==> config.mk <==
export PLATFORM = sky130hd
export DESIGN_NAME = sram_rw0_requester_flat
export DESIGN_NICKNAME = d
export VERILOG_FILES = /design/src/rtl/sram_rw0_requester_pkg.sv /design/src/rtl/sram_rw0_requester_if.sv /design/src/rtl/sram_rsp_hold.sv /design/src/rtl/sram_rw0_requester.sv /design/src/flat_wrapper.sv
export SDC_FILE = /design/constraint.sdc
export NUM_CORES = 1
export LEC_CHECK = 0
export CAP_MARGIN = 20
export CORE_AREA = 4 4 430 432
export CTS_CLUSTER_SIZE = 16
export DETAILED_ROUTE_END_ITERATION = 12
export DIE_AREA = 0 0 434 436
export SETUP_SLACK_MARGIN = 0.4
export SKIP_LAST_GASP = 1
export SYNTH_ARGS = -nofsm -noshare
export SYNTH_HDL_FRONTEND = slang
export SYNTH_SLANG_ARGS = --single-unit
==> constraint.sdc <==
create_clock -name clock -period 1.55 [get_ports clock]
set_input_delay 0.155 -clock clock [delete_from_list [all_inputs] [get_ports clock]]
set_output_delay 0.155 -clock clock [all_outputs]
set_load 0.02 [all_outputs]
==> src/rtl/sram_rw0_requester_pkg.sv <==
// Shared types for the RW0 SRAM requester: FSM states and default macro geometry.
package sram_rw0_requester_pkg;

  localparam int DEF_ADDR_W = 9;
  localparam int DEF_DATA_W = 256;
  localparam int DEF_MASK_W = 32;

  typedef enum logic {
    INIT = 1'b0,
    RUN  = 1'b1
  } state_e;

  function automatic state_e reset_state(input bit init_on_reset);
    return init_on_reset ? INIT : RUN;
  endfunction

endpackage

==> src/rtl/sram_rw0_requester_if.sv <==
// Request/response channel plus RW0 macro pins; slave = the requester block, master = client and macro side.
interface sram_rw0_requester_if #(
  parameter int ADDR_W = 9,
  parameter int DATA_W = 256,
  parameter int MASK_W = 32
);
  logic              req_valid;
  logic              req_ready;
  logic              req_write;
  logic [ADDR_W-1:0] req_addr;
  logic [MASK_W-1:0] req_mask;
  logic [DATA_W-1:0] req_wdata;
  logic              resp_valid;
  logic              resp_ready;
  logic [DATA_W-1:0] resp_rdata;
  logic              init_done;
  logic [ADDR_W-1:0] RW0_addr;
  logic              RW0_en;
  logic              RW0_wmode;
  logic [MASK_W-1:0] RW0_wmask;
  logic [DATA_W-1:0] RW0_wdata;
  logic [DATA_W-1:0] RW0_rdata;

  modport slave (
    input  req_valid, req_write, req_addr, req_mask, req_wdata, resp_ready, RW0_rdata,
    output req_ready, resp_valid, resp_rdata, init_done,
    output RW0_addr, RW0_en, RW0_wmode, RW0_wmask, RW0_wdata
  );

  modport master (
    output req_valid, req_write, req_addr, req_mask, req_wdata, resp_ready, RW0_rdata,
    input  req_ready, resp_valid, resp_rdata, init_done,
    input  RW0_addr, RW0_en, RW0_wmode, RW0_wmask, RW0_wdata
  );
endinterface

==> src/rtl/sram_rsp_hold.sv <==
// One-entry hold for macro read data: passes the beat through combinationally, parks it when the consumer stalls.
// The parked beat is released on out_rdy_i; hold_vld_o tells the requester to stop issuing.
module sram_rsp_hold #(
  parameter int DATA_W = 256
) (
  input  logic              clock,
  input  logic              reset_n,
  input  logic              in_vld_i,
  input  logic [DATA_W-1:0] in_dat_i,
  input  logic              out_rdy_i,
  output logic              out_vld_o,
  output logic [DATA_W-1:0] out_dat_o,
  output logic              hold_vld_o
);
  logic              hold_vld_q, hold_vld_d;
  logic [DATA_W-1:0] hold_dat_q, hold_dat_d;

  always_comb begin
    hold_vld_d = hold_vld_q;
    hold_dat_d = hold_dat_q;
    // Macro rdata is only valid for one cycle, so a stalled beat must be captured now.
    if (in_vld_i && !out_rdy_i) begin
      hold_vld_d = 1'b1;
      hold_dat_d = in_dat_i;
    end else if (hold_vld_q && out_rdy_i) begin
      hold_vld_d = 1'b0;
    end
  end

  always_ff @(posedge clock) begin
    if (!reset_n) begin
      hold_vld_q <= 1'b0;
      hold_dat_q <= '0;
    end else begin
      hold_vld_q <= hold_vld_d;
      hold_dat_q <= hold_dat_d;
    end
  end

  assign out_vld_o  = in_vld_i || hold_vld_q;
  assign out_dat_o  = hold_vld_q ? hold_dat_q : in_dat_i;
  assign hold_vld_o = hold_vld_q;
endmodule

==> src/rtl/sram_rw0_requester.sv <==
// Drives a single-port RW0 SRAM macro from a valid/ready request channel and zero-fills the array after reset.
// Reads respond one cycle after accept; a stalled read beat is parked and blocks new requests until drained.
module sram_rw0_requester
  import sram_rw0_requester_pkg::*;
#(
  parameter int ADDR_W        = DEF_ADDR_W,
  parameter int DATA_W        = DEF_DATA_W,
  parameter int MASK_W        = DEF_MASK_W,
  parameter bit INIT_ON_RESET = 1'b1
) (
  input logic                 clock,
  input logic                 reset_n,
  sram_rw0_requester_if.slave bus
);
  typedef struct packed {
    logic [ADDR_W-1:0] addr;
    logic              en;
    logic              wmode;
    logic [MASK_W-1:0] wmask;
    logic [DATA_W-1:0] wdata;
  } rw0_req_t;

  state_e            state_q, state_d;
  logic [ADDR_W-1:0] init_cnt_q, init_cnt_d;
  logic              init_done_q, init_done_d;
  logic              rd_pend_q, rd_pend_d;
  logic              hold_vld;
  logic              rsp_vld;
  logic [DATA_W-1:0] rsp_dat;
  logic              req_rdy;
  logic              fire;
  rw0_req_t          rw0;

  always_ff @(posedge clock) begin
    if (!reset_n) begin
      state_q     <= reset_state(INIT_ON_RESET);
      init_cnt_q  <= '0;
      init_done_q <= !INIT_ON_RESET;
      rd_pend_q   <= 1'b0;
    end else begin
      state_q     <= state_d;
      init_cnt_q  <= init_cnt_d;
      init_done_q <= init_done_d;
      rd_pend_q   <= rd_pend_d;
    end
  end

  // A pending beat the consumer refuses this cycle will occupy the hold slot, so stop accepting now.
  assign req_rdy = reset_n && (state_q == RUN) && !hold_vld && !(rd_pend_q && !bus.resp_ready);
  assign fire    = bus.req_valid && req_rdy;

  always_comb begin
    state_d     = state_q;
    init_cnt_d  = init_cnt_q;
    init_done_d = init_done_q;
    rd_pend_d   = 1'b0;
    case (state_q)
      INIT: begin
        init_cnt_d = init_cnt_q + 1'b1;
        if (init_cnt_q == '1) begin
          state_d     = RUN;
          init_done_d = 1'b1;
        end
      end
      RUN: begin
        rd_pend_d = fire && !bus.req_write;
      end
      default: state_d = reset_state(INIT_ON_RESET);
    endcase
  end

  always_comb begin
    rw0 = '0;
    case (state_q)
      INIT: begin
        rw0.addr  = init_cnt_q;
        rw0.en    = 1'b1;
        rw0.wmode = 1'b1;
        rw0.wmask = '1;
      end
      RUN: begin
        rw0.addr  = bus.req_addr;
        rw0.en    = fire;
        rw0.wmode = bus.req_write;
        rw0.wmask = bus.req_mask;
        rw0.wdata = bus.req_wdata;
      end
      default: rw0 = '0;
    endcase
    if (!reset_n) begin
      rw0 = '0;
    end
  end

  sram_rsp_hold #(
    .DATA_W(DATA_W)
  ) u_rsp_hold (
    .clock     (clock),
    .reset_n   (reset_n),
    .in_vld_i  (rd_pend_q),
    .in_dat_i  (bus.RW0_rdata),
    .out_rdy_i (bus.resp_ready),
    .out_vld_o (rsp_vld),
    .out_dat_o (rsp_dat),
    .hold_vld_o(hold_vld)
  );

  assign bus.req_ready  = req_rdy;
  assign bus.resp_valid = reset_n && rsp_vld;
  assign bus.resp_rdata = rsp_dat;
  assign bus.init_done  = init_done_q;
  assign bus.RW0_addr   = rw0.addr;
  assign bus.RW0_en     = rw0.en;
  assign bus.RW0_wmode  = rw0.wmode;
  assign bus.RW0_wmask  = rw0.wmask;
  assign bus.RW0_wdata  = rw0.wdata;
endmodule

==> src/flat_wrapper.sv <==
// flat-port wrapper written by rule: the top's interface ports become plain ports
module sram_rw0_requester_flat import sram_rw0_requester_pkg::*;
#(
  parameter int ADDR_W        = DEF_ADDR_W,
  parameter int DATA_W        = DEF_DATA_W,
  parameter int MASK_W        = DEF_MASK_W,
  parameter bit INIT_ON_RESET = 1'b1
)
  (clock, reset_n, bus_req_valid, bus_req_write, bus_req_addr, bus_req_mask, bus_req_wdata, bus_resp_ready, bus_RW0_rdata, bus_req_ready, bus_resp_valid, bus_resp_rdata, bus_init_done, bus_RW0_addr, bus_RW0_en, bus_RW0_wmode, bus_RW0_wmask, bus_RW0_wdata);
  sram_rw0_requester_if #(.ADDR_W(ADDR_W), .DATA_W(DATA_W), .MASK_W(MASK_W)) bus_i ();
  input logic clock;
  input logic reset_n;
  input wire logic [$bits(bus_i.req_valid)-1:0] bus_req_valid;
  input wire logic [$bits(bus_i.req_write)-1:0] bus_req_write;
  input wire logic [$bits(bus_i.req_addr)-1:0] bus_req_addr;
  input wire logic [$bits(bus_i.req_mask)-1:0] bus_req_mask;
  input wire logic [$bits(bus_i.req_wdata)-1:0] bus_req_wdata;
  input wire logic [$bits(bus_i.resp_ready)-1:0] bus_resp_ready;
  input wire logic [$bits(bus_i.RW0_rdata)-1:0] bus_RW0_rdata;
  output wire logic [$bits(bus_i.req_ready)-1:0] bus_req_ready;
  output wire logic [$bits(bus_i.resp_valid)-1:0] bus_resp_valid;
  output wire logic [$bits(bus_i.resp_rdata)-1:0] bus_resp_rdata;
  output wire logic [$bits(bus_i.init_done)-1:0] bus_init_done;
  output wire logic [$bits(bus_i.RW0_addr)-1:0] bus_RW0_addr;
  output wire logic [$bits(bus_i.RW0_en)-1:0] bus_RW0_en;
  output wire logic [$bits(bus_i.RW0_wmode)-1:0] bus_RW0_wmode;
  output wire logic [$bits(bus_i.RW0_wmask)-1:0] bus_RW0_wmask;
  output wire logic [$bits(bus_i.RW0_wdata)-1:0] bus_RW0_wdata;
  assign bus_i.req_valid = bus_req_valid;
  assign bus_i.req_write = bus_req_write;
  assign bus_i.req_addr = bus_req_addr;
  assign bus_i.req_mask = bus_req_mask;
  assign bus_i.req_wdata = bus_req_wdata;
  assign bus_i.resp_ready = bus_resp_ready;
  assign bus_i.RW0_rdata = bus_RW0_rdata;
  assign bus_req_ready = bus_i.req_ready;
  assign bus_resp_valid = bus_i.resp_valid;
  assign bus_resp_rdata = bus_i.resp_rdata;
  assign bus_init_done = bus_i.init_done;
  assign bus_RW0_addr = bus_i.RW0_addr;
  assign bus_RW0_en = bus_i.RW0_en;
  assign bus_RW0_wmode = bus_i.RW0_wmode;
  assign bus_RW0_wmask = bus_i.RW0_wmask;
  assign bus_RW0_wdata = bus_i.RW0_wdata;
  sram_rw0_requester #(.ADDR_W(ADDR_W), .DATA_W(DATA_W), .MASK_W(MASK_W), .INIT_ON_RESET(INIT_ON_RESET)) u_core (.clock(clock), .reset_n(reset_n), .bus(bus_i));
endmodule
==> results of run 1 <==
per-layer routing:
layer	global-route usage	up-vias	share of wire
met4	0.04049	102	0.035
met3	0.07072	387	0.11
li1	-	8770	-
met1	0.1865	9077	0.39
met2	0.2714	920	0.47
met5	0	-	0.0039
state kept, by name, indices dropped and copies added (netlist names):
signal	count
u_core.u_rsp_hold.hold_dat_q	256
u_core.init_cnt_q	9
u_core.bus.init_done	1
u_core.rd_pend_q	1
u_core.state_q	1
u_core.u_rsp_hold.hold_vld_o	1
metrics by stage:
stage	power (mW)	setup TNS (ns)	hold WS, ns	util	instance area [sq um]
3_5_place_dp	11.47	-73.58	0.4449	0.1813	32730
4_1_cts	20.88	-358.12	0.03022	0.1875	33850
3_3_place_gp	11.47	-65.58	0.4370	0.1813	32730
5_1_grt	21.25	-344.89	0.06791	0.1888	34080
6_report	20.44	-299.27	0.09034	0.1891	34140
2_1_floorplan	8.424	0	0.2192	-	17100
path summary, 6_finish.rpt:
kind,to,slack [ns],cells past startpoint
max reg2reg,u_core.init_cnt_q[5]$_SDFFE_PN0N_,-0.37,7
min reg2reg,u_core.u_rsp_hold.hold_dat_q[165]$_SDFFE_PN0P_,0.45,2
min,u_core.state_q$_SDFF_PN0_,0.09,3
max,bus_RW0_wdata[160],-0.76,4
kinds of logic after synthesis:
| group | count (synthesis) | share of synthesized area |
|---|---|---|
| AND/OR/NAND/NOR | 804 | 0.2394 |
| AO/OA/AOI/OAI | 299 | 0.1427 |
| flip-flops | 269 | 0.3438 |
| multiplexers | 267 | 0.1911 |
| buffers and inverters | 216 | 0.07917 |
| XOR/XNOR | 4 | 0.002237 |
| adder cells (fa/ha/maj) | 2 | 0.001597 |
report_power, final:
part | leakage (nW) | switching (mW) | internal, mW
logic | 11.0 | 1.80 | 2.43
clock network | 0.655 | 4.02 | 5.26
registers | 2.17 | 0.00978 | 6.92
worst min-delay path, stage by stage:
cell	delay [ns]
buf_8	0.14
buf_4	0.22
o21a_1	0.11
final cells by class:
class / instances / area share
diodes: 32 / 0.002345
clock buffers: 46 / 0.03144
clock inverters: 27 / 0.007476
inverters: 33 / 0.003628
multi-input cells: 1376 / 0.3046
flip-flops and latches: 269 / 0.1582
well taps: 2370 / 0.08685
repair buffers: 1351 / 0.4055
cell usage after synthesis:
cell / instances
a21boi_0: 80
a21boi_1: 212
and2_1: 5
and3_1: 256
buf_1: 1
buf_2: 39
buf_4: 13
buf_6: 44
clkbuf_1: 85
clkbuf_2: 1
dfxtp_1: 269
ha_1: 2
inv_1: 33
mux2_2: 256
mux2i_1: 11
nand2_1: 514
nand2b_1: 3
nand3_1: 2
nand3b_1: 1
nand4_1: 1
nand4b_1: 1
nand4b_2: 1
nor2_1: 1
nor2b_1: 14
nor3_1: 1
nor4_1: 1
o21a_1: 3
o21ai_0: 4
or3_1: 3
xnor2_1: 4
timing repair:
item                                   4_1_cts  5_1_grt
hold buffers                                 1        0
setup endpoints to repair                  826      827
buffers inserted                             0        7
gates resized for setup                    190      244
endpoints found under the hold margin        2        0
cloned                                       0        6
pin swaps                                    0        2
==> run_results.csv, run 1 <==
group,metric,value,unit
outcome,status,"complete, but fails checks",
place,dp_hpwl,143600,um
synthesis,synth_cells,1861,
worst_setup_path,start_kind,"register",
synthesis,synth_cell_types,30,
synthesis,synth_nets,2421,
outcome,violations,"negative setup slack",
grt,track_usage,0.1613,
synthesis,yosysSeqAreaShare,0.3438,
sta,rsz0062_at_grt,"yes",
clock_network,clockRootBuffer,"clkbuf_16",
sta,fin_crit_sh,1.491,
routing,avgViaCountPerCell,3.499,
grt,grt_max_degree,84,
worst_setup_path,required,1.39,ns
sta,worst-slew-pin-transition,0.3883,ns
place,dp.cells,5385,
sta,setup_viol,564,
synthesis,synth_top_area_share,0.3438,
grt,grt_pass1_wl,199300,um
finish,final_common_cell,"clkdlybuf4s50_1",
worst_setup_path,path_class,"register to primary output",
run,drv_cap,0,
finish,n_fill_cell,19970,
routing,first_pass_iters,5,
synthesis,yosysWarnings,0,
clock_network,cts_made_buffers,40,
finish,drive_gt1_frac,0.3930,
worst_setup_path,cp_max_fo,10,
synthesis,syn_area,15660,sq um
min_path,hp-class,"primary input to register",
routing,wirelength,161500,um
sta,period_needed,2.311,ns
sta,relSlewSlack,0.7411,
synthesis,yosys.area.top_type,"dfxtp_1",
floorplanning,fp-row-count,156,
grt,grt_pass1_vias,18530,
routing,drtAntennaViolNets,0,
clock_network,cts.path.max_buffers,3,
worst_setup_path,path_buf_inv,3,
floorplanning,die_h,436,um
grt,antenna_found_initial,222,
place,portBuffers,1115,
floorplanning,die_w,434,um
clock_network,clk_pin_slew_worst_paths,0.06,ns
clock_network,cts_tree,"yes",
worst_setup_path,cp-end-kind,"primary output",
sta,drv_slew,0,
worst_setup_path,cp.arrival,2.16,ns
routing,drtIter0Drc,899,
routing,vias,19260,
power,power_density,598.7,nW/um^2
worst_setup_path,cp_top_family,"buffers and inverters",
clock_network,cts.htree.levels,2,
power,p_leak,13.84,nW
worst_setup_path,slowest_stage,"clkdlybuf4s50_1",
floorplanning,die_area,189200,sq um
floorplanning,coreArea,180500,sq um
power,vdd_drop_max,0.0006581,V
place,gp_congestion,0.9480,
finish,seqCellArea,5400,sq um
sta,max_freq,432.7,MHz
sta,fin_ws,-0.7609,ns
finish,layout_common_cells,"clkdlybuf4s50_1 (577), nand2_1 (514), buf_4 (374)",
floorplanning,io_pins,1116,
sta,hold_viol,0,
worst_setup_path,r2r_start,"u_core.state_q$_SDFF_PN0_",
worst_setup_path,max_stage_delay,0.60,ns
synthesis,syn_avg_cell_area,8.416,sq um
routing,wire_per_inst,29.34,um
floorplanning,initial_core_util,0.08675,
min_path,hp-start,"reset_n",
worst_setup_path,crit_chain,"buf_4, clkbuf_16, and3_4, clkdlybuf4s50_1",
finish,multi_input_area,10400,sq um
finish,nets,3631,
place,pre_cts_slack,-0.3137,ns
grt,overflow,0,
synthesis,ys_seq_elements,269,
routing,drcViolationCount,0,
synthesis,synthTopCellsByArea,"dfxtp_1 (34%), mux2_2 (18%), nand2_1 (12%)",
clock_network,clock-sinks,269,
worst_setup_path,crit_start,"u_core.state_q$_SDFF_PN0_",
clock_network,clk_latency,0.63,ns
sta,fin_skew,0.03303,ns
finish,area_growth,118.0,%
finish,final_cells,5504,
No activity file was read; power rests on OpenSTA's default activity.
==> run 2, diff against run 1 <==
--- a/config.mk
+++ b/config.mk
@@ -5,7 +5,6 @@
 export SDC_FILE = /design/constraint.sdc
 export NUM_CORES = 1
 export LEC_CHECK = 0
-export CAP_MARGIN = 20
 export CORE_AREA = 4 4 430 432
 export CTS_CLUSTER_SIZE = 16
 export DETAILED_ROUTE_END_ITERATION = 12
==> results of run 2 <==
The final DEF is identical to that of run 1; final timing and power are the same.
